`src/rtl/pa_ifu_bht_sram_ctrl_pkg.sv`:
```
// Shared IFU BHT constants: row/counter geometry, init pattern, controller
// state encoding and the 2-bit saturating counter step.
package pa_ifu_bht_sram_ctrl_pkg;

  localparam int unsigned BHT_ROW_W        = 16;
  localparam int unsigned BHT_CNT_W        = 2;
  localparam int unsigned BHT_ROW_NUM      = 512;
  localparam logic [15:0] BHT_INIT_ROW     = 16'h5555;
  localparam int unsigned BHT_STARVE_LIMIT = 4;

  typedef enum logic [1:0] {
    BHT_INIT   = 2'b00,
    BHT_READY  = 2'b01,
    BHT_UPD_WR = 2'b10
  } bht_state_e;

  // Saturating step: taken counts up to 3, not-taken counts down to 0.
  function automatic logic [BHT_CNT_W-1:0] bht_cnt_next(
    input logic [BHT_CNT_W-1:0] cnt,
    input logic                 taken
  );
    logic [BHT_CNT_W-1:0] nxt;
    nxt = cnt;
    if (taken) begin
      if (cnt != 2'b11) nxt = cnt + 2'b01;
    end else begin
      if (cnt != 2'b00) nxt = cnt - 2'b01;
    end
    return nxt;
  endfunction

endpackage

```
`src/rtl/pa_ifu_bht_sram_ctrl_cnt_upd.sv`:
```
// pa_ifu_bht_cnt_upd: combinational counter update for one BHT row.
//   i_row   : 16-bit row read from the BHT SRAM (eight 2-bit counters)
//   i_sel   : counter select within the row
//   i_taken : resolved branch direction
//   o_cnt   : updated counter value
//   o_wen   : active-low bit write enable, only the selected slot enabled
module pa_ifu_bht_cnt_upd
  import pa_ifu_bht_sram_ctrl_pkg::*;
(
  input  logic [15:0] i_row,
  input  logic [2:0]  i_sel,
  input  logic        i_taken,
  output logic [1:0]  o_cnt,
  output logic [15:0] o_wen
);

  logic [1:0] w_old;

  always_comb begin
    w_old = i_row[{i_sel, 1'b0} +: 2];
    o_cnt = bht_cnt_next(w_old, i_taken);
    o_wen = ~(16'h0003 << {i_sel, 1'b0});
  end

endmodule

```
`src/rtl/pa_ifu_bht_sram_ctrl.sv`:
```
// pa_ifu_bht_sram_ctrl: controller in front of the IFU 512x16 BHT SRAM.
// After reset it sweeps every row to INIT_ROW, then serves fetch lookups
// (result one cycle after grant) and drains a single-entry update buffer
// via read-modify-write with bit write enables.
//
// Ports:
//   forever_cpuclk / cpurst_b        clock, async active-low reset
//   ifu_bht_lkup_vld/_idx            lookup request; bht_lkup_gnt accepts
//   bht_lkup_rslt_vld/_rslt          selected counter, cycle after grant
//   ifu_bht_upd_vld/_idx/_taken      update request; bht_upd_rdy accepts
//   bht_init_done                    init sweep complete
//   bht_sram_a/cen/gwen/wen/d        SRAM controls (CEN/GWEN/WEN active-low)
//   bht_sram_q                       SRAM read data, cycle after read
//   ifu_bht_inv_req                  only with PA_IFU_BHT_INV_EN: re-run sweep
module pa_ifu_bht_sram_ctrl
  import pa_ifu_bht_sram_ctrl_pkg::*;
#(
  parameter int unsigned IDX_WIDTH    = 12,
  parameter int unsigned ROW_NUM      = BHT_ROW_NUM,
  parameter logic [15:0] INIT_ROW     = BHT_INIT_ROW,
  parameter int unsigned STARVE_LIMIT = BHT_STARVE_LIMIT
)(
  input  logic                 forever_cpuclk,
  input  logic                 cpurst_b,
`ifdef PA_IFU_BHT_INV_EN
  input  logic                 ifu_bht_inv_req,
`endif
  input  logic                 ifu_bht_lkup_vld,
  input  logic [IDX_WIDTH-1:0] ifu_bht_lkup_idx,
  output logic                 bht_lkup_gnt,
  output logic                 bht_lkup_rslt_vld,
  output logic [1:0]           bht_lkup_rslt,
  input  logic                 ifu_bht_upd_vld,
  input  logic [IDX_WIDTH-1:0] ifu_bht_upd_idx,
  input  logic                 ifu_bht_upd_taken,
  output logic                 bht_upd_rdy,
  output logic                 bht_init_done,
  output logic [IDX_WIDTH-4:0] bht_sram_a,
  output logic                 bht_sram_cen,
  output logic                 bht_sram_gwen,
  output logic [15:0]          bht_sram_wen,
  output logic [15:0]          bht_sram_d,
  input  logic [15:0]          bht_sram_q
);

  localparam int unsigned ROW_W = IDX_WIDTH - 3;
  localparam int unsigned SWP_W = $clog2(ROW_NUM);
  localparam int unsigned STV_W = $clog2(STARVE_LIMIT + 1);

  bht_state_e            r_state;
  logic [SWP_W-1:0]      r_sweep_cnt;
  logic                  r_buf_vld;
  logic [IDX_WIDTH-1:0]  r_buf_idx;
  logic                  r_buf_taken;
  logic [STV_W-1:0]      r_starve;
  logic                  r_init_done;
  logic                  r_rslt_vld;
  logic [2:0]            r_sel;

  logic                  w_inv;
  logic                  w_starved;
  logic                  w_drain;
  logic                  w_gnt;
  logic                  w_upd_rdy;
  logic                  w_upd_acc;
  logic [1:0]            w_new_cnt;
  logic [15:0]           w_upd_wen;

`ifdef PA_IFU_BHT_INV_EN
  // Acted on at the same edge it is seen, so no separate pending flag.
  assign w_inv = ifu_bht_inv_req;
`else
  assign w_inv = 1'b0;
`endif

  always_comb begin
    w_starved = (r_starve == STV_W'(STARVE_LIMIT));
    w_drain   = (r_state == BHT_READY) & ~w_inv & r_buf_vld &
                (~ifu_bht_lkup_vld | w_starved);
    w_gnt     = (r_state == BHT_READY) & ~w_inv & ifu_bht_lkup_vld &
                ~(r_buf_vld & w_starved);
    w_upd_rdy = r_init_done & ~r_buf_vld;
    w_upd_acc = ifu_bht_upd_vld & w_upd_rdy;
  end

  pa_ifu_bht_cnt_upd u_cnt_upd (
    .i_row   (bht_sram_q),
    .i_sel   (r_buf_idx[2:0]),
    .i_taken (r_buf_taken),
    .o_cnt   (w_new_cnt),
    .o_wen   (w_upd_wen)
  );

  always_ff @(posedge forever_cpuclk or negedge cpurst_b) begin
    if (!cpurst_b) begin
      r_state     <= BHT_INIT;
      r_sweep_cnt <= '0;
      r_buf_vld   <= 1'b0;
      r_buf_idx   <= '0;
      r_buf_taken <= 1'b0;
      r_starve    <= '0;
      r_init_done <= 1'b0;
      r_rslt_vld  <= 1'b0;
      r_sel       <= '0;
    end else begin
      r_rslt_vld <= w_gnt;
      if (w_gnt) r_sel <= ifu_bht_lkup_idx[2:0];

      if (w_upd_acc) begin
        r_buf_vld   <= 1'b1;
        r_buf_idx   <= ifu_bht_upd_idx;
        r_buf_taken <= ifu_bht_upd_taken;
      end

      case (r_state)
        BHT_INIT: begin
          if (r_sweep_cnt == SWP_W'(ROW_NUM - 1)) begin
            r_sweep_cnt <= '0;
            r_state     <= BHT_READY;
          end else begin
            r_sweep_cnt <= r_sweep_cnt + 1'b1;
          end
        end
        BHT_READY: begin
          r_init_done <= 1'b1;
          if (w_drain) begin
            r_starve <= '0;
            r_state  <= BHT_UPD_WR;
          end else if (w_gnt && r_buf_vld && !w_starved) begin
            r_starve <= r_starve + 1'b1;
          end
        end
        BHT_UPD_WR: begin
          r_buf_vld <= 1'b0;
          r_state   <= BHT_READY;
        end
        default: r_state <= BHT_INIT;
      endcase

      // Invalidate overrides everything above: buffer dropped, sweep restarts.
      if (w_inv && (r_state != BHT_INIT)) begin
        r_state     <= BHT_INIT;
        r_sweep_cnt <= '0;
        r_buf_vld   <= 1'b0;
        r_starve    <= '0;
        r_init_done <= 1'b0;
      end
    end
  end

  // SRAM controls are decoded from state so a grant reads in the same cycle;
  // held inactive while reset is asserted.
  always_comb begin
    bht_sram_a    = '0;
    bht_sram_cen  = 1'b1;
    bht_sram_gwen = 1'b1;
    bht_sram_wen  = '1;
    bht_sram_d    = '0;
    if (cpurst_b) begin
      case (r_state)
        BHT_INIT: begin
          bht_sram_a    = ROW_W'(r_sweep_cnt);
          bht_sram_cen  = 1'b0;
          bht_sram_gwen = 1'b0;
          bht_sram_wen  = '0;
          bht_sram_d    = INIT_ROW;
        end
        BHT_READY: begin
          if (w_drain) begin
            bht_sram_a   = r_buf_idx[IDX_WIDTH-1:3];
            bht_sram_cen = 1'b0;
          end else if (w_gnt) begin
            bht_sram_a   = ifu_bht_lkup_idx[IDX_WIDTH-1:3];
            bht_sram_cen = 1'b0;
          end
        end
        BHT_UPD_WR: begin
          bht_sram_a    = r_buf_idx[IDX_WIDTH-1:3];
          bht_sram_cen  = 1'b0;
          bht_sram_gwen = 1'b0;
          bht_sram_wen  = w_upd_wen;
          bht_sram_d    = {8{w_new_cnt}};
        end
        default: ;
      endcase
    end
  end

  assign bht_lkup_gnt      = w_gnt;
  assign bht_lkup_rslt_vld = r_rslt_vld;
  assign bht_lkup_rslt     = r_rslt_vld ? bht_sram_q[{r_sel, 1'b0} +: 2] : 2'b00;
  assign bht_upd_rdy       = w_upd_rdy;
  assign bht_init_done     = r_init_done;

endmodule

```
`config.mk`:
```
export PLATFORM = sky130hd
export DESIGN_NAME = pa_ifu_bht_sram_ctrl
export DESIGN_NICKNAME = d
export VERILOG_FILES = /design/src/rtl/pa_ifu_bht_sram_ctrl_pkg.sv /design/src/rtl/pa_ifu_bht_sram_ctrl_cnt_upd.sv /design/src/rtl/pa_ifu_bht_sram_ctrl.sv
export SDC_FILE = /design/constraint.sdc
export NUM_CORES = 1
export LEC_CHECK = 0
export BUFFER_PORTS_ARGS = -buffer_cell sky130_fd_sc_hd__clkbuf_2
export CAP_MARGIN = 20
export CELL_PAD_IN_SITES_DETAIL_PLACEMENT = 2
export CELL_PAD_IN_SITES_GLOBAL_PLACEMENT = 2
export CORE_UTILIZATION = 31
export CTS_CLUSTER_DIAMETER = 100
export DETAILED_ROUTE_END_ITERATION = 8
export PLACE_DENSITY_LB_ADDON = 0.1
export SKIP_LAST_GASP = 1
export SLEW_MARGIN = 20
export SYNTH_ARGS = -nofsm -noshare
export SYNTH_HDL_FRONTEND = slang
export SYNTH_HIERARCHICAL = 1
export SYNTH_SLANG_ARGS = --single-unit
```
`constraint.sdc`:
```
create_clock -name forever_cpuclk -period 7.35 [get_ports forever_cpuclk]
set_clock_uncertainty 0.15 [all_clocks]
set_input_delay 2.205 -clock forever_cpuclk [delete_from_list [all_inputs] [get_ports forever_cpuclk]]
set_output_delay 2.205 -clock forever_cpuclk [all_outputs]
set_load 0.005 [all_outputs]
```
==> results_dict.tcl <==
set metrics [dict create \
    globalRouteTotalUtil 0.179 \
    grt_max_degree 25 \
    required_ns 4.99 \
    clock_sinks 33 \
    overflow 0 \
    synth-xor-area-share 0 \
    dp_worst_setup_slack_ns 1.05 \
    drtAntennaViolNets 0 \
    clock_path_buffers 2 \
    worst_path_max_delay_cell "mux4_1" \
    synth_top_family_by_area "multiplexers" \
    ys_seq_area_frac 0.327 \
    rsz0062_at_grt "false" \
    yosysWarnings 6 \
    syn_area_per_cell_um2 9.25 \
    cts_tree "done" \
    vias 2203 \
    row_count 32 \
    arrival_ns 3.91 \
    die_area_mm2 0.00851 \
    status "finished clean" \
    worst_slack_ns 1.08 \
    synth_cell_types 40 \
    powerDensity_mw_per_mm2 359 \
    antennaDiodeCount 0 \
    htreeDepth 2 \
    grt_pass1_vias 2292 \
    cp_common_cell "clkbuf_2" \
    drv_cap 0 \
    slew_headroom 0.409 \
    crit_type "input port to primary output" \
    muxShareOfSynthArea 0.210 \
    reg2reg_slack_ns 4.66 \
    vias_per_cell 5.04 \
    crit_path_start_kind "input port" \
    cts.repair.resized 0 \
    clock_latency_ns 0.28 \
    initial_core_util 0.323 \
    finalSetupViolations 0 \
    place_hpwl_mm 5.43 \
    gp_congestion 0.741 \
    slew_viol_final 0 \
    cts_root_buf "clkbuf_8" \
    avgRoutedWirePerCell_um 16.4 \
    clk_pin_slew_ns 0.07 \
    place_area_mm2 0.00288 \
    syn_area_mm2 0.00252 \
    die_h_um 92.3 \
    nNetsFinal 383 \
    antenna_found_initial 0 \
    drtPass1Iterations 4 \
    ff2ff_path_depth 8 \
    slowest_delay_ns 0.54 \
    io_buffer_count 93 \
    path_max_fanout 8 \
    drc 0 \
    area_growth_pct 17.5 \
    cts_buffers 5 \
    dp.cells 429 \
    grt_pass1_wl_mm 11.9 \
    fin_setup_tns_ns 0 \
    core_area_mm2 0.00781 \
    finalCriticalPeriod_ns 6.27 \
    fin_crit_sh 0.853 \
    synth_compound_area_frac 0.115 \
    hold_buffers 0 \
    ir_drop_mv 0.137 \
    synth_fa_ha_area_frac 0.0287 \
    worst_pin_slew_ns 0.885 \
    crit_path_end_kind "primary output" \
    ys_seq_elements 33 \
    holdPathStages 1 \
    netlist_instances 273 \
    syn-num-nets 322 \
    post-cts-setup-buffers 0 \
    min_path_type "flip-flop to flip-flop" \
    drtIter0Drc 68 \
    die_w_um 92.3 \
    power.leakage_uw 0.00137 \
    post-route-cell-area_mm2 0.00297 \
    fill_cells 930 \
    yosys.area_share.simple 0.204 \
    drive_gt1_frac 0.391 \
    fmax_mhz 160 \
    routed_wl_mm 7.15 \
    io_pins 94 \
    finalHoldViolCount 0 \
    cp_cell_sequence "clkbuf_2 > mux4_1 > mux2i_1 > maj3_2 > inv_1 > a21oi_1 > clkbuf_2" \
    final_cells 437 \
]
-- stage by stage --
stage,utilization,hold WS (ns),total power (uW)
2_1_floorplan,-,0.325,804
3_3_place_gp,0.369,0.346,930
3_5_place_dp,0.369,0.368,948
4_1_cts,0.380,0.384,1090
5_1_grt,0.380,0.399,1160
6_report,0.380,0.382,1070
-- Yosys cell counts --
master,n,area share
a21boi_0,1,0.0030
a21boi_1,1,0.0030
a21oi_1,3,0.0059
a22o_1,1,0.0035
a31oi_1,2,0.0050
and3_1,3,0.0074
buf_2,3,0.0059
buf_4,22,0.065
buf_6,2,0.0089
clkbuf_1,15,0.022
clkbuf_2,1,0.0020
dfrtp_1,33,0.33
ha_1,4,0.020
inv_1,7,0.010
maj3_2,2,0.0089
mux2_1,1,0.0045
mux2_2,18,0.080
mux2i_1,12,0.048
mux4_1,4,0.042
mux4_2,4,0.036
nand2_1,54,0.080
nand2b_1,6,0.015
nand3_1,6,0.012
nand3b_1,4,0.012
nand4_1,1,0.0025
nor2_1,7,0.010
nor2b_1,4,0.0099
nor3b_1,9,0.027
nor3b_2,1,0.0050
o21a_1,9,0.027
o21ai_0,10,0.020
o22ai_1,2,0.0050
o311ai_0,1,0.0035
o31ai_1,3,0.0089
o32ai_1,9,0.031
or2_2,1,0.0025
or3_1,2,0.0050
or3b_1,1,0.0035
or3b_2,1,0.0035
or4_1,3,0.0089
-- layout make-up --
class / count / area (um2) / share of cell area
clock buffers: 6 / 72.6 / 0.0245
clock inverters: 2 / 10.0 / 0.00337
inverters: 7 / 26.3 / 0.00886
multi-input cells: 190 / 1410 / 0.475
flip-flops and latches: 33 / 826 / 0.278
well taps: 102 / 128 / 0.0430
repair buffers: 97 / 495 / 0.167
-- where the power goes --
part | switching [uW] | internal, uW | leakage [uW]
clock | 68.0 | 65.6 | 0.0000450
sequential | 131 | 259 | 0.000396
combinational | 255 | 288 | 0.000928
total | 454 | 612 | 0.00137
-- routing by layer --
layer | track usage | share of wire
met5 | 0 | 0
met4 | 0.0469 | 0.010
met3 | 0.0207 | 0.033
met2 | 0.329 | 0.51
met1 | 0.221 | 0.45
-- worst max-delay path, delay by kind of cell --
family          cells  cell delay (ns)
fa+ha+maj           1             0.21
compound gates      1             0.43
buf+inv             3             0.36
mux                 2             0.72
-- cells by family (layout without fill, tap and decap cells) --
family          after synthesis  count (layout)
compound gates               42              42
fa+ha+maj                     6               6
buf+inv                      50             112
flops                        33              33
mux                          39              39
simple gates                103             103
-- final timing paths --
kind	start	to
worst max-delay path	bht_sram_q[10]	bht_sram_d[8]
worst min-delay path	r_buf_idx[3]	r_buf_idx[3]
worst max register to register	r_sweep_cnt[0]	r_sweep_cnt[7]
worst min register to register	r_buf_idx[3]	r_buf_idx[3]
max in group asynchronous	cpurst_b	r_sweep_cnt[8]
min in group asynchronous	cpurst_b	r_starve[0]
-- cell usage in the layout, fill, tap and decap left out, types with 5 or more instances in the layout --
master | netlist | routed
nand3_1 | 6 | 6
o21ai_0 | 10 | 10
mux2i_1 | 12 | 12
clkbuf_8 | 0 | 5
nor2_1 | 7 | 7
o21a_1 | 9 | 9
nand2_1 | 54 | 54
o32ai_1 | 9 | 9
dfrtp_1 | 33 | 33
nor3b_1 | 9 | 9
nand2b_1 | 6 | 6
inv_1 | 7 | 7
mux2_2 | 18 | 18
clkbuf_2 | 1 | 93
-- sequential cells by signal (all words and copies together), names as in the netlist --
name               count
r_buf_idx             12
r_state                2
r_sweep_cnt            9
bht_init_done          1
r_sel                  3
r_buf_vld              1
bht_lkup_rslt_vld      1
r_starve               3
r_buf_taken            1
Power figures use the tool's default switching activity.
